<file path="src/rtl/serial_bit_feeder_if.sv">
// serial_bit_feeder_if: word-load handshake between a producer and serial_bit_feeder.
//   data_in    - word to serialize, sampled only on a transfer
//   load_valid - producer has a word on data_in
//   load_ready - feeder can accept a word this cycle
// A transfer happens on a clk edge where load_valid && load_ready.
// Modports: master = producer side, slave = feeder side.
interface serial_bit_feeder_if #(
  parameter int unsigned WIDTH = 8
);
  logic [WIDTH-1:0] data_in;
  logic             load_valid;
  logic             load_ready;

  modport master (
    output data_in,
    output load_valid,
    input  load_ready
  );

  modport slave (
    input  data_in,
    input  load_valid,
    output load_ready
  );
endinterface

</file>
<file path="src/rtl/serial_bit_feeder.sv">
// serial_bit_feeder: parallel-to-serial stage feeding the 101 sequence detector.
// Accepts a WIDTH-bit word on a valid/ready handshake and sends it one bit per clock on d_out,
// followed by GAP_CYCLES idle cycles. Optional even parity bit when the macro
// SERIAL_BIT_FEEDER_PARITY_EN is defined (frame grows to WIDTH+1 bits).
// Ports:
//   clk         - clock, rising edge
//   reset       - synchronous active-high reset
//   load        - handshake interface (slave): data_in, load_valid, load_ready
//   d_out       - registered serial bit, IDLE_LEVEL outside frame bits
//   bit_valid   - d_out carries a frame bit (data or parity)
//   frame_start - pulse with the first bit of a frame
//   frame_done  - pulse with the last bit of a completed frame
//   busy        - in SHIFT or GAP
module serial_bit_feeder #(
  parameter int unsigned WIDTH      = 8,
  parameter int unsigned GAP_CYCLES = 2,
  parameter int unsigned MSB_FIRST  = 1,
  parameter bit          IDLE_LEVEL = 1'b0
) (
  input  logic               clk,
  input  logic               reset,
  serial_bit_feeder_if.slave load,
  output logic               d_out,
  output logic               bit_valid,
  output logic               frame_start,
  output logic               frame_done,
  output logic               busy
);

`ifdef SERIAL_BIT_FEEDER_PARITY_EN
  localparam int unsigned FrameLen = WIDTH + 1;
`else
  localparam int unsigned FrameLen = WIDTH;
`endif
  localparam int unsigned CntW = $clog2(FrameLen);
  localparam int unsigned GapW = 4;
  localparam logic [CntW-1:0] LastBit = CntW'(FrameLen - 1);
  // Only meaningful when HasGap; wraps harmlessly otherwise.
  localparam logic [GapW-1:0] LastGap = GapW'(GAP_CYCLES - 1);
  localparam bit HasGap   = (GAP_CYCLES != 0);
  localparam bit MsbFirst = (MSB_FIRST != 0);

  typedef enum logic [1:0] {StIdle, StShift, StGap} state_e;

  state_e           state_q, state_d;
  logic [WIDTH-1:0] shreg_q, shreg_d;
  logic [CntW-1:0]  bit_cnt_q, bit_cnt_d;
  logic [GapW-1:0]  gap_cnt_q, gap_cnt_d;
`ifdef SERIAL_BIT_FEEDER_PARITY_EN
  logic             par_q, par_d;
`endif

  logic             d_out_d, bit_valid_d, frame_start_d, frame_done_d;
  logic             xfer, last_bit, last_gap;
  logic             first_bit, next_bit;
  logic [WIDTH-1:0] load_rest, shift_rest;

  assign last_bit = (bit_cnt_q == LastBit);
  assign last_gap = (gap_cnt_q == LastGap);

  // Ready depends on state and counters only, never on load_valid.
  always_comb begin
    unique case (state_q)
      StIdle:  load.load_ready = 1'b1;
      StShift: load.load_ready = !HasGap && last_bit;
      StGap:   load.load_ready = last_gap;
      default: load.load_ready = 1'b0;
    endcase
  end

  assign xfer = load.load_valid && load.load_ready;
  assign busy = (state_q != StIdle);

  // The first bit goes straight to d_out on the accepting edge; the shift register keeps
  // only the bits still to be sent, so its head is always the next bit.
  assign first_bit  = MsbFirst ? load.data_in[WIDTH-1] : load.data_in[0];
  assign load_rest  = MsbFirst ? (load.data_in << 1) : (load.data_in >> 1);
  assign next_bit   = MsbFirst ? shreg_q[WIDTH-1] : shreg_q[0];
  assign shift_rest = MsbFirst ? (shreg_q << 1) : (shreg_q >> 1);

  // State register
  always_ff @(posedge clk) begin
    if (reset) begin
      state_q     <= StIdle;
      shreg_q     <= '0;
      bit_cnt_q   <= '0;
      gap_cnt_q   <= '0;
`ifdef SERIAL_BIT_FEEDER_PARITY_EN
      par_q       <= 1'b0;
`endif
      d_out       <= IDLE_LEVEL;
      bit_valid   <= 1'b0;
      frame_start <= 1'b0;
      frame_done  <= 1'b0;
    end else begin
      state_q     <= state_d;
      shreg_q     <= shreg_d;
      bit_cnt_q   <= bit_cnt_d;
      gap_cnt_q   <= gap_cnt_d;
`ifdef SERIAL_BIT_FEEDER_PARITY_EN
      par_q       <= par_d;
`endif
      d_out       <= d_out_d;
      bit_valid   <= bit_valid_d;
      frame_start <= frame_start_d;
      frame_done  <= frame_done_d;
    end
  end

  // Next-state logic
  always_comb begin
    state_d   = state_q;
    shreg_d   = shreg_q;
    bit_cnt_d = bit_cnt_q;
    gap_cnt_d = gap_cnt_q;
`ifdef SERIAL_BIT_FEEDER_PARITY_EN
    par_d     = par_q;
`endif
    if (xfer) begin
      // A transfer can only land in IDLE or the final cycle of a frame.
      state_d   = StShift;
      shreg_d   = load_rest;
      bit_cnt_d = '0;
      gap_cnt_d = '0;
`ifdef SERIAL_BIT_FEEDER_PARITY_EN
      par_d     = ^load.data_in;
`endif
    end else begin
      unique case (state_q)
        StIdle: ;
        StShift: begin
          if (!last_bit) begin
            bit_cnt_d = bit_cnt_q + CntW'(1);
            shreg_d   = shift_rest;
          end else begin
            bit_cnt_d = '0;
            gap_cnt_d = '0;
            state_d   = HasGap ? StGap : StIdle;
          end
        end
        StGap: begin
          if (!last_gap) begin
            gap_cnt_d = gap_cnt_q + GapW'(1);
          end else begin
            gap_cnt_d = '0;
            state_d   = StIdle;
          end
        end
        default: state_d = StIdle;
      endcase
    end
  end

  // Output logic: next values of the registered serial outputs
  always_comb begin
    d_out_d       = IDLE_LEVEL;
    bit_valid_d   = 1'b0;
    frame_start_d = 1'b0;
    frame_done_d  = 1'b0;
    if (state_d == StShift) begin
      bit_valid_d   = 1'b1;
      frame_start_d = xfer;
      frame_done_d  = (bit_cnt_d == LastBit);
      if (xfer) begin
        d_out_d = first_bit;
`ifdef SERIAL_BIT_FEEDER_PARITY_EN
      end else if (bit_cnt_d == CntW'(WIDTH)) begin
        d_out_d = par_q;
`endif
      end else begin
        d_out_d = next_bit;
      end
    end
  end

endmodule
</file>
<file path="src/flat_wrapper.sv">
// flat-port wrapper written by rule: the top's interface ports become plain ports
module serial_bit_feeder_flat 
#(
  parameter int unsigned WIDTH      = 8,
  parameter int unsigned GAP_CYCLES = 2,
  parameter int unsigned MSB_FIRST  = 1,
  parameter bit          IDLE_LEVEL = 1'b0
)
  (clk, reset, d_out, bit_valid, frame_start, frame_done, busy, load_data_in, load_load_valid, load_load_ready);
  serial_bit_feeder_if #(.WIDTH(WIDTH)) load_i ();
  input  logic clk;
  input  logic reset;
  output logic d_out;
  output logic bit_valid;
  output logic frame_start;
  output logic frame_done;
  output logic busy;
  input wire logic [$bits(load_i.data_in)-1:0] load_data_in;
  input wire logic [$bits(load_i.load_valid)-1:0] load_load_valid;
  output wire logic [$bits(load_i.load_ready)-1:0] load_load_ready;
  assign load_i.data_in = load_data_in;
  assign load_i.load_valid = load_load_valid;
  assign load_load_ready = load_i.load_ready;
  serial_bit_feeder #(.WIDTH(WIDTH), .GAP_CYCLES(GAP_CYCLES), .MSB_FIRST(MSB_FIRST), .IDLE_LEVEL(IDLE_LEVEL)) u_core (.clk(clk), .reset(reset), .load(load_i), .d_out(d_out), .bit_valid(bit_valid), .frame_start(frame_start), .frame_done(frame_done), .busy(busy));
endmodule
</file>
<file path="config.mk">
export PLATFORM = sky130hd
export DESIGN_NAME = serial_bit_feeder_flat
export DESIGN_NICKNAME = d
export VERILOG_FILES = /design/src/rtl/serial_bit_feeder_if.sv /design/src/rtl/serial_bit_feeder.sv /design/src/flat_wrapper.sv
export SDC_FILE = /design/constraint.sdc
export NUM_CORES = 1
export LEC_CHECK = 0
export ABC_AREA = 1
export CORE_MARGIN = 1.5
export CORE_UTILIZATION = 50
export CTS_CLUSTER_DIAMETER = 30
export CTS_CLUSTER_SIZE = 25
export DETAILED_ROUTE_END_ITERATION = 7
export HOLD_SLACK_MARGIN = 0.15
export PLACE_DENSITY = 0.76
export SYNTH_ARGS = -nofsm -noshare
export SYNTH_HDL_FRONTEND = slang
export SYNTH_SLANG_ARGS = --single-unit
</file>
<file path="constraint.sdc">
create_clock -name clk -period 1.5 [get_ports clk]
set_input_delay 0.15 -clock clk [delete_from_list [all_inputs] [get_ports clk]]
set_output_delay 0.15 -clock clk [all_outputs]
set_load 0.02 [all_outputs]
</file>
==> reports/qor_table.md, run 1 <==
| Group | Metric | Value |
| --- | --- | --- |
| status | Result of the run | finished, final reports clean |
| timing | Hold_ws | 0.3980 ns |
| logic synthesis | Summed instance area of the synthesized netlist | 974.7 µm² |
| critical path | Startpoint class of the critical path | flip-flop |
| global route | First-pass GRT wire length | 3187 µm |
| pwr | Proportion of power drawn by the clock network | 35.8% |
| global route | Largest net degree at the start of global routing | 20 |
| critical path | Max stage delay cell, worst path | sky130_fd_sc_hd__dfxtp_2 |
| timing | Number of pins with negative max-slew slack in the final report | 0 |
| cts | Number of buffers created by CTS | 3 |
| pwr | Switching pwr | 0.3114 mW |
| timing | Minimum clock period | 1.403 ns |
| logic synthesis | Ranking of synthesized cells by area | sky130_fd_sc_hd__dfxtp_1 41%, sky130_fd_sc_hd__nand2_1 14%, sky130_fd_sc_hd__a21oi_1 6.7% |
| critical path | Worst path bufs/invs | 2 |
| pwr | IR Drop Worst-Case VDD | 0.6724 mV |
| pwr | Portion of total power attributed to combinational logic | 17.5% |
| critical path | End point of the critical path | u_core.frame_done |
| cts | Num Clock Sinks | 20 |
| critical path | Most numerous cell on the critical path | sky130_fd_sc_hd__ha_1 |
| pwr | Reg power frac | 46.7% |
| logic synthesis | Part of the Yosys area used for sequential elements | 41.08% |
| cts | H-tree levels | 1 |
| pwr | Leakage power total | 0.5912 nW |
| critical path | Cell count along the critical path | 8 |
| timing | Final hold violations | 0 |
| logic synthesis | Yosys top cell by area | sky130_fd_sc_hd__dfxtp_1 |
| timing | Worst relative slew slack | 85.05% |
| critical path | Critical-path maximum fanout | 4 |
| floorplanning | Die outline width | 47.15 µm |
| timing | Period Utilization, post-route | 93.55% |
| cts | Clock-pin transition on the worst setup and hold timing paths | 0.12 ns |
| cts | Clock tree from TritonCTS | built |
| floorplanning | Overall die area | 2223 µm² |
| critical path | Start-to-end type of the worst setup path | flip-flop to flip-flop |
| timing | Slew at the pin closest to its max-slew limit | 0.2219 ns |
| timing | Number of failing setup endpoints in the final timing report | 0 |
| timing | RSZ-0062 raised after global routing | yes |
| floorplanning | Core region area | 1783 µm² |
| global route | Overflow left after global routing | 0 |
| global route | Met3 usage | 3.462% |
| layout | Post-layout net count | 177 |
| drt | DRC violations left | 0 |
| floorplanning | Top-level port count | 17 |
| cts | Total of hold buffers inserted after clock tree synthesis | 0 |
| placement | Post-DP HPWL | 1503 µm |
| global route | Global router's overall resource usage | 20.39% |
| logic synthesis | Synth cell types | 22 |
| global route | Met1 demand-to-capacity share in global routing | 28.00% |
| job | Max Cap Viol | 0 |
| logic synthesis | Average cell area after synthesis | 7.274 µm² |
| floorplanning | Site row count | 15 |
| logic synthesis | Post-synth top area share | 41.08% |
| drt | Number of vias per cell after detailed routing | 5.011 |
| global route | Antenna violations before repair | 0 |
| drt | Routed wire length | 2128 µm |
| worst hold path | Hold WC Path Type | input pin to flip-flop |
| global route | Layer with the highest usage after global routing | met2 |
| global route | Global-route track usage on met2 | 32.60% |
| drt | Via count | 932 |
| layout | Post-route cell area | 1280 µm² |
| pwr | Total power after layout | 1.238 mW |
| critical path | Number of cells on the worst reg-to-reg path | 8 |
| global route | Vias in the first global route | 771 |
| pwr | Internal | 0.9267 mW |
| critical path | First element of the critical path | u_core.bit_cnt_q[0] |
| logic synthesis | Post-synth net total | 149 |
| logic synthesis | Yosys warning count | 0 |
| logic synthesis | Flip-flop and latch count after synthesis | 20 |
| critical path | RR Startpoint | u_core.bit_cnt_q[0] |
| critical path | Critical path data required time | 1.75 ns |
| critical path | Setup crit end kind | flip-flop |
| drt | Number of DRC markers after the initial detailed-route iteration | 24 |
| cts | Clock insertion delay at the later pin of the skew report | 0.32 ns |
| layout | Layout cells sized above 1 | 18.63% |
| floorplanning | Initial standard-cell utilization of the core | 54.67% |
| critical path | Reg-to-Reg End | u_core.frame_done |
| critical path | Dominant delay contributor by cell family on the critical path | adder cells |
| drt | TritonRoute pass-1 iters | 4 |
| critical path | Delay of the slowest cell on the worst path | 0.35 ns |
| pwr | Cell Pwr Density | 967.3 nW/µm² |
| floorplanning | Height of the die | 47.15 µm |
| critical path | Flop-to-flop setup slack | 0.1 ns |
| cts | Maximum count of clock buffers along a single path | 2 |
| critical path | WP data arrival | 1.65 ns |
| layout | Signed area change from the synthesized netlist to the final layout | 31.32% |
| timing | Clock skew after layout | 0.01424 ns |
| layout | Antenna Cells | 0 |
| placement | Area after DPL | 1215 µm² |
| cts | Root cell of the clock tree | sky130_fd_sc_hd__clkbuf_4 |
| pwr | Proportion of total power due to net switching | 25.15% |
| critical path | Cells along the critical path | ha_1 > ha_1 > inv_1 > nand2_2 > buf_4 > o21ai_2 > nand3_1 > nor2_1 |
| logic synthesis | Synth Instances | 134 |
| layout | Layout fillers | 143 |
| drt | Average routed wire per standard cell | 11.44 µm |
| placement | PortBufs | 16 |
| drt | Antenna Nets Post-Route | 0 |
| placement | Gpl congestion | 0.8135 |
| timing | F_max | 712.6 MHz |
| layout | Post-layout util | 71.79% |
[power by group through the flow]
stage                     Clock (mW)  Sequential, mW  Combinational, mW
after global routing           0.470           0.581              0.243
after CTS                      0.444           0.577              0.209
after detailed placement           0           0.589              0.211
after global placement             0           0.587              0.205
after floorplan                    0           0.593              0.125
final                          0.443           0.578              0.217
[worst min-delay path, cell delays in order]
cell and delay [ns]:
sky130_fd_sc_hd__clkdlybuf4s50_1 0.40, sky130_fd_sc_hd__nand3_1 0.08, sky130_fd_sc_hd__a21oi_1 0.05
[per-stage QoR]
stage	setup WS, ns	TNS (ns)	instances
2_1_floorplan	0.1625	0	134
3_3_place_gp	0.05220	0	181
3_5_place_dp	0.02593	0	181
4_1_cts	0.01445	0	185
5_1_grt	-0.006244	-0.006244	186
6_report	0.09674	0	186
[cells in the final DEF (no fill, tap or decap), types with 2 or more instances in the layout]
cell	Yosys	routed
sky130_fd_sc_hd__clkbuf_4	0	3
sky130_fd_sc_hd__nor2_1	7	7
sky130_fd_sc_hd__a21oi_1	13	13
sky130_fd_sc_hd__inv_2	2	3
sky130_fd_sc_hd__nand3_1	13	13
sky130_fd_sc_hd__o21ai_2	2	2
sky130_fd_sc_hd__clkdlybuf4s50_1	0	14
sky130_fd_sc_hd__o21ai_0	3	2
sky130_fd_sc_hd__nand2_1	36	33
sky130_fd_sc_hd__buf_4	1	10
sky130_fd_sc_hd__ha_1	4	4
sky130_fd_sc_hd__dfxtp_1	20	19
sky130_fd_sc_hd__nand2_2	1	4
sky130_fd_sc_hd__nand4_1	6	6
sky130_fd_sc_hd__or2_1	2	2
sky130_fd_sc_hd__inv_1	16	15
[synth_stat cells]
cell                        n
sky130_fd_sc_hd__nor2_1     7
sky130_fd_sc_hd__buf_4      1
sky130_fd_sc_hd__buf_1      1
sky130_fd_sc_hd__inv_2      2
sky130_fd_sc_hd__or2_1      2
sky130_fd_sc_hd__buf_6      1
sky130_fd_sc_hd__a21oi_1   13
sky130_fd_sc_hd__inv_1     16
sky130_fd_sc_hd__nor2_2     1
sky130_fd_sc_hd__ha_1       4
sky130_fd_sc_hd__nand2_1   36
sky130_fd_sc_hd__clkbuf_1   1
sky130_fd_sc_hd__o21ai_0    3
sky130_fd_sc_hd__dfxtp_1   20
sky130_fd_sc_hd__nand4_1    6
sky130_fd_sc_hd__nand3_4    1
sky130_fd_sc_hd__xor2_1     1
sky130_fd_sc_hd__nand3_1   13
sky130_fd_sc_hd__nor2_4     1
sky130_fd_sc_hd__o21ai_2    2
sky130_fd_sc_hd__nand2_2    1
sky130_fd_sc_hd__or2_2      1
[routing by layer]
metal | wire length, µm | vias to the layer above
li1 | - | 485
met1 | 991 | 409
met2 | 1009 | 34
met3 | 104 | 4
met4 | 23 | 0
met5 | 0 | -
[kinds of logic after synthesis]
group / after synthesis / share of synthesized area, %
simple gates: 69 / 33.25
compound gates: 18 / 10.01
xor+xnor: 1 / 0.8988
flops: 20 / 41.08
fa+ha+maj: 4 / 5.135
buf+inv: 22 / 9.628
[what timing repair did]
action                     4_1_cts  5_1_grt
setup buffers                    0        0
setup endpoints to repair        2       18
gates cloned                     0        1
gates resized for setup          4        6
[registers in the layout, summed over array words and instances, names as in the netlist]
name / cells
u_core.bit_valid: 1
u_core.state_q: 2
u_core.frame_done: 1
u_core.shreg_q: 7
u_core.frame_start: 1
u_core.bit_cnt_q: 3
u_core.gap_cnt_q: 4
u_core.d_out: 1
[worst min-delay path by stage]
stage / startpoint / to / slack [ns] / cells past startpoint
finish: load_data_in[7] / u_core.d_out / 0.40 / 3
global route: load_data_in[7] / u_core.d_out / 0.39 / 3
CTS: load_data_in[7] / u_core.d_out / 0.41 / 3
detailed placement: u_core.shreg_q[7] / u_core.d_out / 0.48 / 2
global placement: u_core.shreg_q[7] / u_core.d_out / 0.46 / 2
floorplan: load_data_in[7] / u_core.d_out / 0.31 / 2
[final cells by class]
cell class / count / area, µm² / share of cell area (%)
clock buffers: 3 / 22.52 / 1.760
repair buffers: 26 / 229.0 / 17.89
well taps: 25 / 31.28 / 2.444
multi-input cells: 93 / 498.0 / 38.91
flip-flops and latches: 20 / 401.6 / 31.38
clock inverters: 1 / 30.03 / 2.346
inverters: 18 / 67.56 / 5.279
Note: power is estimated with default switching activity, not from simulation.
==> run 2, diff against run 1 <==
clock period = 1.58 ns   (was 1.5 ns; I/O delays follow)
==> reports/qor_table.md, run 2 (synthesis gave the netlist of run 1 again) <==
| Group | Metric | Value | Delta |
| --- | --- | --- | --- |
| cts | Buffer count from post-CTS setup fixing | 0 | unchanged |
| drt | Number of vias per cell after detailed routing | 5.086 | +1.5% |
| drt | Average routed wire per standard cell | 11.06 µm | -3.3% |
| pwr | Proportion of total power due to net switching | 24.88% | -0.27 points |
| pwr | Cell Pwr Density | 919.5 nW/µm² | -4.9% |
| pwr | Proportion of power drawn by the clock network | 35.6% | -0.2 points |
| placement | PortBufs | 16 | unchanged |
| pwr | Switching pwr | 0.2908 mW | -6.6% |
| cts | Maximum count of clock buffers along a single path | 2 | unchanged |
| worst hold path | Hold WC Path Type | input pin to flip-flop |  |
| critical path | Setup crit end kind | flip-flop |  |
| floorplanning | Die outline width | 47.15 µm | unchanged |
| timing | Period Utilization, post-route | 91.54% | -2.0 points |
| global route | Overflow left after global routing | 0 | unchanged |
| global route | Largest net degree at the start of global routing | 20 | unchanged |
| cts | Clock tree from TritonCTS | built |  |
| status | Result of the run | finished, final reports clean |  |
| layout | Antenna Cells | 0 | unchanged |
| placement | Gpl congestion | 0.7642 | -6.1% |
| pwr | Reg power frac | 46.9% | +0.2 points |
| pwr | Leakage power total | 0.5870 nW | -0.71% |
| critical path | Start-to-end type of the worst setup path | flip-flop to flip-flop |  |
| layout | Flip-flop count of the largest register, all copies and words added | 7 | unchanged |
| drt | Via count | 941 | +0.97% |
| drt | DRC violations left | 0 | unchanged |
| critical path | Critical-path maximum fanout | 4 | unchanged |
| cts | Number of buffers created by CTS | 3 | unchanged |
| timing | Number of pins with negative max-slew slack in the final report | 0 | unchanged |
| layout | Post-layout net count | 176 | -0.56% |
| floorplanning | Site row count | 15 | unchanged |
| cts | Num Clock Sinks | 20 | unchanged |
| layout | Layout cells sized above 1 | 16.25% | -2.4 points |
| timing | Worst relative slew slack | 83.99% | -1.1 points |
| global route | First-pass GRT wire length | 3167 µm | -0.63% |
| layout | Leading cell types in the layout, fill and taps excluded | 35 x sky130_fd_sc_hd__nand2_1, 20 x sky130_fd_sc_hd__dfxtp_1, 15 x sky130_fd_sc_hd__inv_1 |  |
| floorplanning | Overall die area | 2223 µm² | unchanged |
| timing | Clock skew after layout | 0.01421 ns | -0.00002700 ns |
| floorplanning | Core region area | 1783 µm² | unchanged |
| floorplanning | Initial standard-cell utilization of the core | 54.67% | unchanged |
| cts | Root cell of the clock tree | sky130_fd_sc_hd__clkbuf_4 |  |
| timing | RSZ-0062 raised after global routing | no |  |
| timing | Slew at the pin closest to its max-slew limit | 0.2376 ns | +0.01568 ns |
| pwr | Portion of total power attributed to combinational logic | 17.5% | about the same |
| timing | Setup Total Neg Slack | 0 ns | unchanged |
| cts | Clock insertion delay at the later pin of the skew report | 0.31 ns | about the same |
| critical path | WP data arrival | 1.70 ns | +0.05 ns |
| drt | Number of DRC markers after the initial detailed-route iteration | 19 | -21% |
| pwr | IR Drop Worst-Case VDD | 0.5639 mV | -16% |
| critical path | Flop-to-flop setup slack | 0.13 ns | +0.04 ns |
| pwr | Internal | 0.8780 mW | -5.2% |
| floorplanning | Height of the die | 47.15 µm | unchanged |
| placement | Post-DP HPWL | 1487 µm | -1.0% |
| global route | Global router's overall resource usage | 20.33% | -0.063 points |
| global route | Vias in the first global route | 828 | +7.4% |
| cts | Total of hold buffers inserted after clock tree synthesis | 0 | unchanged |
| timing | Final hold violations | 0 | unchanged |
| global route | Antenna violations before repair | 0 | unchanged |
| layout | Post-layout util | 71.30% | -0.49 points |
| pwr | Total power after layout | 1.169 mW | -5.6% |
| layout | Largest registers in the final layout | u_core.shreg_q (7), u_core.gap_cnt_q (4), u_core.bit_cnt_q (3) |  |
| layout | Most common cell after layout, fill and taps aside | sky130_fd_sc_hd__nand2_1 |  |
| cts | H-tree levels | 1 | unchanged |
| critical path | Startpoint class of the critical path | flip-flop |  |
| drt | TritonRoute pass-1 iters | 8 | +4 |
| floorplanning | Top-level port count | 17 | unchanged |
| job | Max Cap Viol | 0 | unchanged |
| critical path | Critical path data required time | 1.83 ns | +0.08 ns |
| layout | Biggest register | u_core.shreg_q |  |
| timing | Number of failing setup endpoints in the final timing report | 0 | unchanged |
| cts | Clock-pin transition on the worst setup and hold timing paths | 0.12 ns | about the same |
| drt | Antenna Nets Post-Route | 0 | unchanged |
| timing | Minimum clock period | 1.446 ns | +0.04302 ns |
| layout | Signed area change from the synthesized netlist to the final layout | 30.42% |  |
| timing | F_max | 691.4 MHz | -3.0% |
| drt | Routed wire length | 2046 µm | -3.9% |
[run 2: changes by cell type in the layout (fill, tap and decap cells not counted)]
cell and change:
sky130_fd_sc_hd__nand2_2 -3, sky130_fd_sc_hd__dfxtp_1 +1, sky130_fd_sc_hd__nand2_4 +1, sky130_fd_sc_hd__dfxtp_2 -1
sky130_fd_sc_hd__nand2_1 +2, sky130_fd_sc_hd__buf_4 -1
[run 2: path summary, 6_finish.rpt]
kind | from | endpoint | depth (start not counted)
worst max-delay path | u_core.bit_cnt_q[0] | u_core.d_out | 8
worst min register to register | u_core.shreg_q[7] | u_core.d_out | 2
worst min-delay path | load_data_in[0] | u_core.shreg_q[1] | 3
worst max register to register | u_core.bit_cnt_q[0] | u_core.d_out | 8
[run 2: layout make-up]
cell class / instances / area (µm²)
Inverter: 18 / 67.56
Clock buffer: 3 / 22.52
Sequential cell: 20 / 400.4
Clock inverter: 1 / 30.03
Tap cell: 25 / 31.28
Fill cell: 151 / 511.7
Multi-Input combinational cell: 93 / 498.0
Timing Repair Buffer: 25 / 221.5
[run 2: worst max-delay path, stage by stage, from the launching register on]
cell	delay [ns]
sky130_fd_sc_hd__dfxtp_1	0.35
sky130_fd_sc_hd__ha_1	0.21
sky130_fd_sc_hd__ha_1	0.19
sky130_fd_sc_hd__inv_1	0.06
sky130_fd_sc_hd__nand2_1	0.12
sky130_fd_sc_hd__buf_4	0.17
sky130_fd_sc_hd__nand2_1	0.06
sky130_fd_sc_hd__nand2_1	0.11
sky130_fd_sc_hd__a21oi_1	0.12
[run 2: routing by layer]
layer / up-vias / track usage, % / wire length, µm
met1: 423 / 24.76 / 948
met5: - / 0 / 0
li1: 485 / - / -
met4: 0 / 11.11 / 13
met2: 31 / 33.42 / 977
met3: 2 / 4.231 / 107
[run 2: what timing repair did]
item                                    CTS  global route
gates resized for setup                   5             5
pin swaps                                 0             1
cloned                                    0             1
endpoints found under the setup margin    2            16
[run 2: power by group through the flow]
| stage | registers [mW] | clock network [mW] | logic [mW] |
|---|---|---|---|
| floorplan | 0.563 | 0 | 0.118 |
| global placement | 0.557 | 0 | 0.195 |
| detailed placement | 0.559 | 0 | 0.200 |
| CTS | 0.548 | 0.423 | 0.199 |
| global route | 0.551 | 0.451 | 0.225 |
| finish | 0.548 | 0.417 | 0.204 |
[run 2: metrics by stage]
| step | hold WS, ns | instances | setup WS (ns) | cell area, µm² |
|---|---|---|---|---|
| 2_1_floorplan | 0.3218 | 134 | 0.03096 | 974.7 |
| 3_3_place_gp | 0.4564 | 180 | 0.06192 | 1207 |
| 3_5_place_dp | 0.4757 | 180 | 0.006839 | 1207 |
| 4_1_cts | 0.4189 | 184 | 0.01653 | 1260 |
| 5_1_grt | 0.4175 | 185 | 0.001099 | 1271 |
| 6_report | 0.4202 | 185 | 0.1337 | 1271 |
